===== src/rtl/csr_file.sv =====
// Machine-mode CSR register file and trap-state holder.
// Sits behind the execute stage: takes its registered CSR writeback and
// trap/mret events, returns mepc/mtvec, and serves decode a combinational
// read port.
// Build option: define CSR_COUNTERS_EN to add the 64-bit mcycle/minstret
// counters; without it the counter addresses read 0 and ignore writes.
module csr_file #(
  parameter int              XLEN      = 32,
  parameter logic [XLEN-1:0] MTVEC_RST = 32'h0000_0000,
  parameter logic [XLEN-1:0] HART_ID   = 32'h0000_0000
) (
  input  logic            clk,
  input  logic            reset_n,
  input  logic [11:0]     csr_rd_adr_i,
  input  logic            csr_rd_we_i,
  output logic [XLEN-1:0] csr_rd_data_o,
  output logic            csr_illegal_o,
  input  logic            csr_wbk_v_i,
  input  logic [11:0]     csr_adr_i,
  input  logic [XLEN-1:0] csr_data_i,
  input  logic            exception_i,
  input  logic [XLEN-1:0] mcause_i,
  input  logic [XLEN-1:0] mtval_i,
  input  logic [XLEN-1:0] mepc_i,
  input  logic [1:0]      core_mode_i,
  input  logic            mret_i,
  input  logic            instret_i,
  output logic [XLEN-1:0] mepc_q_o,
  output logic [XLEN-1:0] mtvec_q_o,
  output logic [XLEN-1:0] mstatus_q_o
);

  localparam logic [11:0] ADR_MSTATUS   = 12'h300;
  localparam logic [11:0] ADR_MISA      = 12'h301;
  localparam logic [11:0] ADR_MTVEC     = 12'h305;
  localparam logic [11:0] ADR_MSCRATCH  = 12'h340;
  localparam logic [11:0] ADR_MEPC      = 12'h341;
  localparam logic [11:0] ADR_MCAUSE    = 12'h342;
  localparam logic [11:0] ADR_MTVAL     = 12'h343;
  localparam logic [11:0] ADR_MHARTID   = 12'hF14;
  localparam logic [11:0] ADR_MCYCLE    = 12'hB00;
  localparam logic [11:0] ADR_MCYCLEH   = 12'hB80;
  localparam logic [11:0] ADR_MINSTRET  = 12'hB02;
  localparam logic [11:0] ADR_MINSTRETH = 12'hB82;

  localparam logic [XLEN-1:0] MISA_VAL = 32'h4000_0100;

  // Only the writable mstatus fields are stored; the rest are hardwired 0.
  logic            mie_q;
  logic            mpie_q;
  logic [1:0]      mpp_q;
  logic [XLEN-1:2] mtvec_q;
  logic [XLEN-1:2] mepc_q;
  logic [XLEN-1:0] mscratch_q;
  logic [XLEN-1:0] mcause_q;
  logic [XLEN-1:0] mtval_q;
  logic [63:0]     mcycle_q;
  logic [63:0]     minstret_q;
  logic [XLEN-1:0] rd_data;
  logic            rd_impl;
  logic            unused_mepc_lsb;

  // mepc is word aligned, so the low bits of the trap PC are discarded.
  assign unused_mepc_lsb = ^mepc_i[1:0];

  // Trap state and plain CSRs; trap beats mret beats software write.
  always_ff @(posedge clk or negedge reset_n) begin
    if (!reset_n) begin
      mie_q      <= 1'b0;
      mpie_q     <= 1'b0;
      mpp_q      <= 2'b11;
      mtvec_q    <= MTVEC_RST[XLEN-1:2];
      mepc_q     <= '0;
      mscratch_q <= '0;
      mcause_q   <= '0;
      mtval_q    <= '0;
    end else if (exception_i) begin
      mepc_q   <= mepc_i[XLEN-1:2];
      mcause_q <= mcause_i;
      mtval_q  <= mtval_i;
      mpie_q   <= mie_q;
      mie_q    <= 1'b0;
      mpp_q    <= core_mode_i;
    end else if (mret_i) begin
      mie_q  <= mpie_q;
      mpie_q <= 1'b1;
      mpp_q  <= 2'b00;
    end else if (csr_wbk_v_i) begin
      case (csr_adr_i)
        ADR_MSTATUS: begin
          mie_q  <= csr_data_i[3];
          mpie_q <= csr_data_i[7];
          // Only U (00) and M (11) exist; other encodings leave MPP alone.
          if (csr_data_i[12:11] == 2'b00 || csr_data_i[12:11] == 2'b11)
            mpp_q <= csr_data_i[12:11];
        end
        ADR_MTVEC:    mtvec_q    <= csr_data_i[XLEN-1:2];
        ADR_MSCRATCH: mscratch_q <= csr_data_i;
        ADR_MEPC:     mepc_q     <= csr_data_i[XLEN-1:2];
        ADR_MCAUSE:   mcause_q   <= csr_data_i;
        ADR_MTVAL:    mtval_q    <= csr_data_i;
        default: ;
      endcase
    end
  end

`ifdef CSR_COUNTERS_EN
  logic cnt_wr;

  // A counter write loses to a trap or mret in the same cycle, like any CSR write.
  assign cnt_wr = csr_wbk_v_i & ~exception_i & ~mret_i;

  // Free-running counters; a write to either half replaces that cycle's increment.
  always_ff @(posedge clk or negedge reset_n) begin
    if (!reset_n) begin
      mcycle_q   <= '0;
      minstret_q <= '0;
    end else begin
      if (cnt_wr && csr_adr_i == ADR_MCYCLE)
        mcycle_q[31:0] <= csr_data_i[31:0];
      else if (cnt_wr && csr_adr_i == ADR_MCYCLEH)
        mcycle_q[63:32] <= csr_data_i[31:0];
      else
        mcycle_q <= mcycle_q + 64'd1;

      if (cnt_wr && csr_adr_i == ADR_MINSTRET)
        minstret_q[31:0] <= csr_data_i[31:0];
      else if (cnt_wr && csr_adr_i == ADR_MINSTRETH)
        minstret_q[63:32] <= csr_data_i[31:0];
      else if (instret_i)
        minstret_q <= minstret_q + 64'd1;
    end
  end
`else
  logic unused_instret;

  assign unused_instret = instret_i;
  assign mcycle_q       = '0;
  assign minstret_q     = '0;
`endif

  assign mstatus_q_o = {{(XLEN-13){1'b0}}, mpp_q, 3'b000, mpie_q, 3'b000, mie_q, 3'b000};
  assign mtvec_q_o   = {mtvec_q, 2'b00};
  assign mepc_q_o    = {mepc_q, 2'b00};

  // Decode read port: straight mux of current state, no write bypass.
  always_comb begin
    rd_data = '0;
    rd_impl = 1'b1;
    case (csr_rd_adr_i)
      ADR_MSTATUS:   rd_data = mstatus_q_o;
      ADR_MISA:      rd_data = MISA_VAL;
      ADR_MTVEC:     rd_data = mtvec_q_o;
      ADR_MSCRATCH:  rd_data = mscratch_q;
      ADR_MEPC:      rd_data = mepc_q_o;
      ADR_MCAUSE:    rd_data = mcause_q;
      ADR_MTVAL:     rd_data = mtval_q;
      ADR_MHARTID:   rd_data = HART_ID;
      ADR_MCYCLE:    rd_data = mcycle_q[31:0];
      ADR_MCYCLEH:   rd_data = mcycle_q[63:32];
      ADR_MINSTRET:  rd_data = minstret_q[31:0];
      ADR_MINSTRETH: rd_data = minstret_q[63:32];
      default:       rd_impl = 1'b0;
    endcase
  end

  assign csr_rd_data_o = rd_data;
  assign csr_illegal_o = ~rd_impl | (csr_rd_we_i & (csr_rd_adr_i[11:10] == 2'b11));

endmodule

===== config.mk =====
export PLATFORM = sky130hd
export DESIGN_NAME = csr_file
export DESIGN_NICKNAME = d
export VERILOG_FILES = /design/src/rtl/csr_file.sv
export SDC_FILE = /design/constraint.sdc
export NUM_CORES = 1
export LEC_CHECK = 0
export ABC_AREA = 1
export ABC_CLOCK_PERIOD_IN_PS = 4450
export CORE_MARGIN = 10
export CORE_UTILIZATION = 35
export DETAILED_ROUTE_END_ITERATION = 10
export PLACE_DENSITY_LB_ADDON = 0.15
export SLEW_MARGIN = 30
export SYNTH_ARGS = -nofsm -noshare
export SYNTH_HDL_FRONTEND = slang
export SYNTH_SLANG_ARGS = --single-unit

===== constraint.sdc =====
create_clock -name clk -period 4.45 [get_ports clk]
set_input_delay 1.335 -clock clk [delete_from_list [all_inputs] [get_ports clk]]
set_output_delay 1.335 -clock clk [all_outputs]
set_load 0.01 [all_outputs]

# Word-level counts from Yosys, hierarchy flattened
# Index checks and enable logic that the tools add are counted.
# Widths: inputs -> output; s select.
# classes
eq_ne	21
n_mux	27
bitwise	5
reduce_logical	17
# ops
cell	count
$mux 32	8
$pmux 32 s7	1
$eq 12x10->1 const B	13
$mux 30	4
$eq 12x12->1 const B	5
$reduce_and 3->1	4
$reduce_or 12->1	1
$mux 2	5
$mux 1	9
$reduce_bool 3->1	3
$reduce_and 4->1	2
$reduce_bool 2->1	4
$eq 2x2->1 const B	2
$not 1->1	3
$logic_not 2->1	1
$ne 2x2->1 const B	1
$reduce_and 2->1	1
$and 1x1->1	1
$logic_or 1x1->1	1
$or 1x1->1	1
# word_totals
regBits	160
word_cells	78

# Longest topological paths before layout
# logic_depth
ltp_word	7
ltp_mapped	11

# Worst setup path after synthesis
# OpenSTA, ideal clock, no wires.
# synth_path
path_type	in2out
start	input csr_rd_adr_i[5]
end	output csr_rd_data_o[13]
arrival_ns	2.376
t_required_ns	3.115
setup_slack_ns	0.739
cell_stages	10
cell_sequence	nor2_1 nand2_2 nor2_4 nand2_1 inv_2 buf_4 nand2_1 nand2_1 nor2_1 nor2_1
# synth_between
elab_chain_len	2
word_cells_on_any_way	8
# synth_lines
element	line	rtl
start: declaration	14	input logic [11:0] csr_rd_adr_i,
$eq 12x10->1	150	case (csr_rd_adr_i)
$pmux 32 s7 (*)	150	
end: declaration	16	output logic [XLEN-1:0] csr_rd_data_o,
# Mark *: on every way between the ends. The rest lies on a longest branch, timed or not.

# Worst setup path in the final report
# layout_path
start	input csr_rd_adr_i[8]
end	output csr_rd_data_o[27]
# The elaborated chain is that of the path after synthesis.

==> results.tsv <==
metric	value	unit
predominant post-synthesis flop cell	sky130_fd_sc_hd__dfrtp_1	
1st-iter DRT viols	763	
gate count after technology mapping	1356	
classification of the worst setup path	in2out	
height of the die	183	um
synth unique cells	30	
highest-count cells in the layout ignoring fill and taps	645 x sky130_fd_sc_hd__nand2_1, 209 x sky130_fd_sc_hd__clkdlybuf4s50_1, 173 x sky130_fd_sc_hd__nand3_1	
number of flops mapped to enable cells by yosys	0	
slack of the critical path	0.0730	ns
count of vias placed by the detailed router	9748	
achievable clock frequency	228	MHz
maximum level of the CTS H-tree	4	
unrepaired setup endpoints after global routing	no	
Top-Level Pins	290	
most frequent standard cell in the layout excluding fill and tap cells	sky130_fd_sc_hd__nand2_1	
share of layout cells above drive strength 1	11.9	%
# DRC	0	
worst clock skew on the final layout	0.0000729	ns
launching instance or port of the critical path	csr_rd_adr_i[8]	
clock sink count	160	
Worst Path Arrival	3.04	ns
required arrival time at the worst endpoint	3.12	ns
reg-to-reg critical path endpoint	mpie_q$_DFFE_PN0P_	
Post-CTS Hold Fix Bufs	0	
starting utilization of the core area	35.5	%
total of flip-flops plus latches after synthesis	160	
count of cells along the worst register-to-register path	4	
shortest clock period the worst path allows after layout	4.38	ns
worst r2r src	mie_q$_DFFE_PN0P_	
placeable core area	0.0261	mm2
sequential fraction of the synthesis area	43.3	%
Overall Global Routing Usage	21.7	%
initial antenna violation count	4	
number of clock buffers inserted by TritonCTS	17	
worst relative slew slack	37.6	%
via count normalized by instance count	4.94	
max-slew violation total from the final report	0	
per-cell routed wire length	18.7	um
type of element launching the critical path	input pin	
number of hold violations in the final report	0	
Final period util	98.4	%
Detail Route Antenna Nets	0	
Placement Rows	59	
Pwr Density	285	mW/mm2
global-route congestion overflow total	0	
Max-cap violations	0	
clock tree from TritonCTS	done	
Worst Hold Class	reg2reg	
slew at the pin closest to its max-slew limit	0.932	ns
maximum buffer depth of the clock tree	2	
Final setup violation count	0	
area growth from synthesis to layout	40.6	%
mean instance size in the synthesized netlist	6.82	um2
weighted congestion reported at the end of routability-driven placement	0.846	
vias in the first global route	9790	
DP HPWL	25800	um
latest clock arrival within the worst-skew pair	0.43	ns
CTS Root Buffer Type	sky130_fd_sc_hd__clkbuf_16	
synth warn	0	
worst voltage drop across the vdd grid	0.178	mV
worst setup timing slack at the placement stage	-0.523	ns
critical path endpoint category	output pin	
standby leakage power	6.87	nW
wire length of the first global-routing pass	57100	um
Final Power	3.71	mW
number of buffers inserted by port buffering	254	
die footprint	0.0333	mm2
post-synthesis instance area	0.00925	mm2
end point of the critical path	csr_rd_data_o[27]	
final design instance area without fill	0.0130	mm2
drt total wl	37000	um
largest net degree at the start of global routing	70	
final setup TNS	0	ns
Post-synth ARST share	100	%
result of the run	finished, final reports clean	
register-to-register setup slack	3.56	ns
largest fanout on the critical path	8	
Net count, final	1783	
Die Width	183	um
clock input transition at the sequential cells of the worst setup and hold paths	0.06	ns
cell area reported after detailed placement	0.0123	mm2
number of search-and-repair iterations in the first detailed-routing pass	5	
[registers in the layout, indices dropped and copies added, names as in the netlist]
name and count:
mpp_q 2, mscratch_q 32, mie_q 1, mpie_q 1, mtval_q 32, mepc_q 30, mcause_q 32, mtvec_q 30
[layout make-up]
cell class,count,area [um2]
Inverter,77,292
Timing Repair Buffer,328,3150
Tap cell,335,419
Fill cell,2649,13100
Clock inverter,13,151
Sequential cell,160,4010
Antenna cell,5,12.5
Clock buffer,19,453
Multi-Input combinational cell,1038,4520
[through the flow]
step	std cells	hold WS, ns	utilization (%)
after floorplan	1387	0.442	-
after global placement	1927	0.454	47.1
after detailed placement	1927	0.459	47.1
after CTS	1968	0.476	49.4
after global routing	1970	0.483	49.9
final	1975	0.473	49.9
[report_power, final]
group	switching [mW]	total, mW	internal [mW]	leakage [nW]
registers	0.0573	1.60	1.55	2.07
logic	0.301	0.573	0.272	4.51
clock network	0.663	1.53	0.869	0.289
[routing by layer]
metal  GRT usage, %  part of all wire (%)  vias up
li1               -                     -     4760
met5              0                     0        -
met3           6.05                   7.7       31
met1           29.0                    45     4623
met2           34.0                    46      334
met4           4.49                   1.5        0
[worst min-delay path by stage]
stage / slack [ns] / from / endpoint / depth (start not counted)
finish: 0.47 / mscratch_q[28]$_DFFE_PN0P_ / mscratch_q[28]$_DFFE_PN0P_ / 2
global route: 0.48 / mscratch_q[16]$_DFFE_PN0P_ / mscratch_q[16]$_DFFE_PN0P_ / 2
CTS: 0.48 / mscratch_q[28]$_DFFE_PN0P_ / mscratch_q[28]$_DFFE_PN0P_ / 2
detailed placement: 0.46 / mscratch_q[16]$_DFFE_PN0P_ / mscratch_q[16]$_DFFE_PN0P_ / 2
global placement: 0.45 / mscratch_q[28]$_DFFE_PN0P_ / mscratch_q[28]$_DFFE_PN0P_ / 2
floorplan: 0.44 / mscratch_q[0]$_DFFE_PN0P_ / mscratch_q[0]$_DFFE_PN0P_ / 2
[worst max-delay path: stages]
cell and delay, ns:
sky130_fd_sc_hd__clkdlybuf4s50_1 0.45, sky130_fd_sc_hd__nand2_1 0.07, sky130_fd_sc_hd__inv_2 0.06, sky130_fd_sc_hd__nand2_2 0.06, sky130_fd_sc_hd__nor2_4 0.21, sky130_fd_sc_hd__buf_6 0.14, sky130_fd_sc_hd__and2_4 0.20, sky130_fd_sc_hd__buf_12 0.15
sky130_fd_sc_hd__nand2_1 0.05, sky130_fd_sc_hd__nand2_1 0.05, sky130_fd_sc_hd__inv_1 0.03, sky130_fd_sc_hd__nand3b_1 0.08, sky130_fd_sc_hd__buf_2 0.14
[cell families after synthesis]
family | synth area share [%]
flip-flops | 43.3
AO/OA/AOI/OAI | 3.29
AND/OR/NAND/NOR | 43.3
other | 0.0405
buffers and inverters | 10.1
[cells in the mapped netlist, types with 3 or more instances]
master | n | share of area [%]
sky130_fd_sc_hd__nor2_4 | 3 | 0.37
sky130_fd_sc_hd__o21ai_1 | 20 | 1.1
sky130_fd_sc_hd__inv_1 | 68 | 2.8
sky130_fd_sc_hd__nand2_1 | 658 | 27
sky130_fd_sc_hd__nor4_4 | 3 | 0.69
sky130_fd_sc_hd__o21ai_0 | 18 | 0.97
sky130_fd_sc_hd__nor2_2 | 3 | 0.20
sky130_fd_sc_hd__dfrtp_1 | 158 | 43
sky130_fd_sc_hd__nand3_1 | 175 | 9.5
sky130_fd_sc_hd__nor2_1 | 64 | 2.6
sky130_fd_sc_hd__buf_4 | 46 | 3.7
sky130_fd_sc_hd__nand4_1 | 34 | 2.3
sky130_fd_sc_hd__o211ai_1 | 13 | 1.1
sky130_fd_sc_hd__buf_2 | 36 | 1.9
sky130_fd_sc_hd__clkbuf_1 | 21 | 0.85
sky130_fd_sc_hd__buf_1 | 8 | 0.32
sky130_fd_sc_hd__nand2_2 | 4 | 0.27
sky130_fd_sc_hd__inv_2 | 7 | 0.28
[what timing repair did]
| action | in CTS | in global routing |
|---|---|---|
| setup endpoints to repair | 33 | 33 |
| cloned | 0 | 1 |
| pin swaps | 8 | 16 |
| gates resized for setup | 153 | 37 |
| setup buffers | 9 | 2 |
No activity file was read; power rests on OpenSTA's default activity.
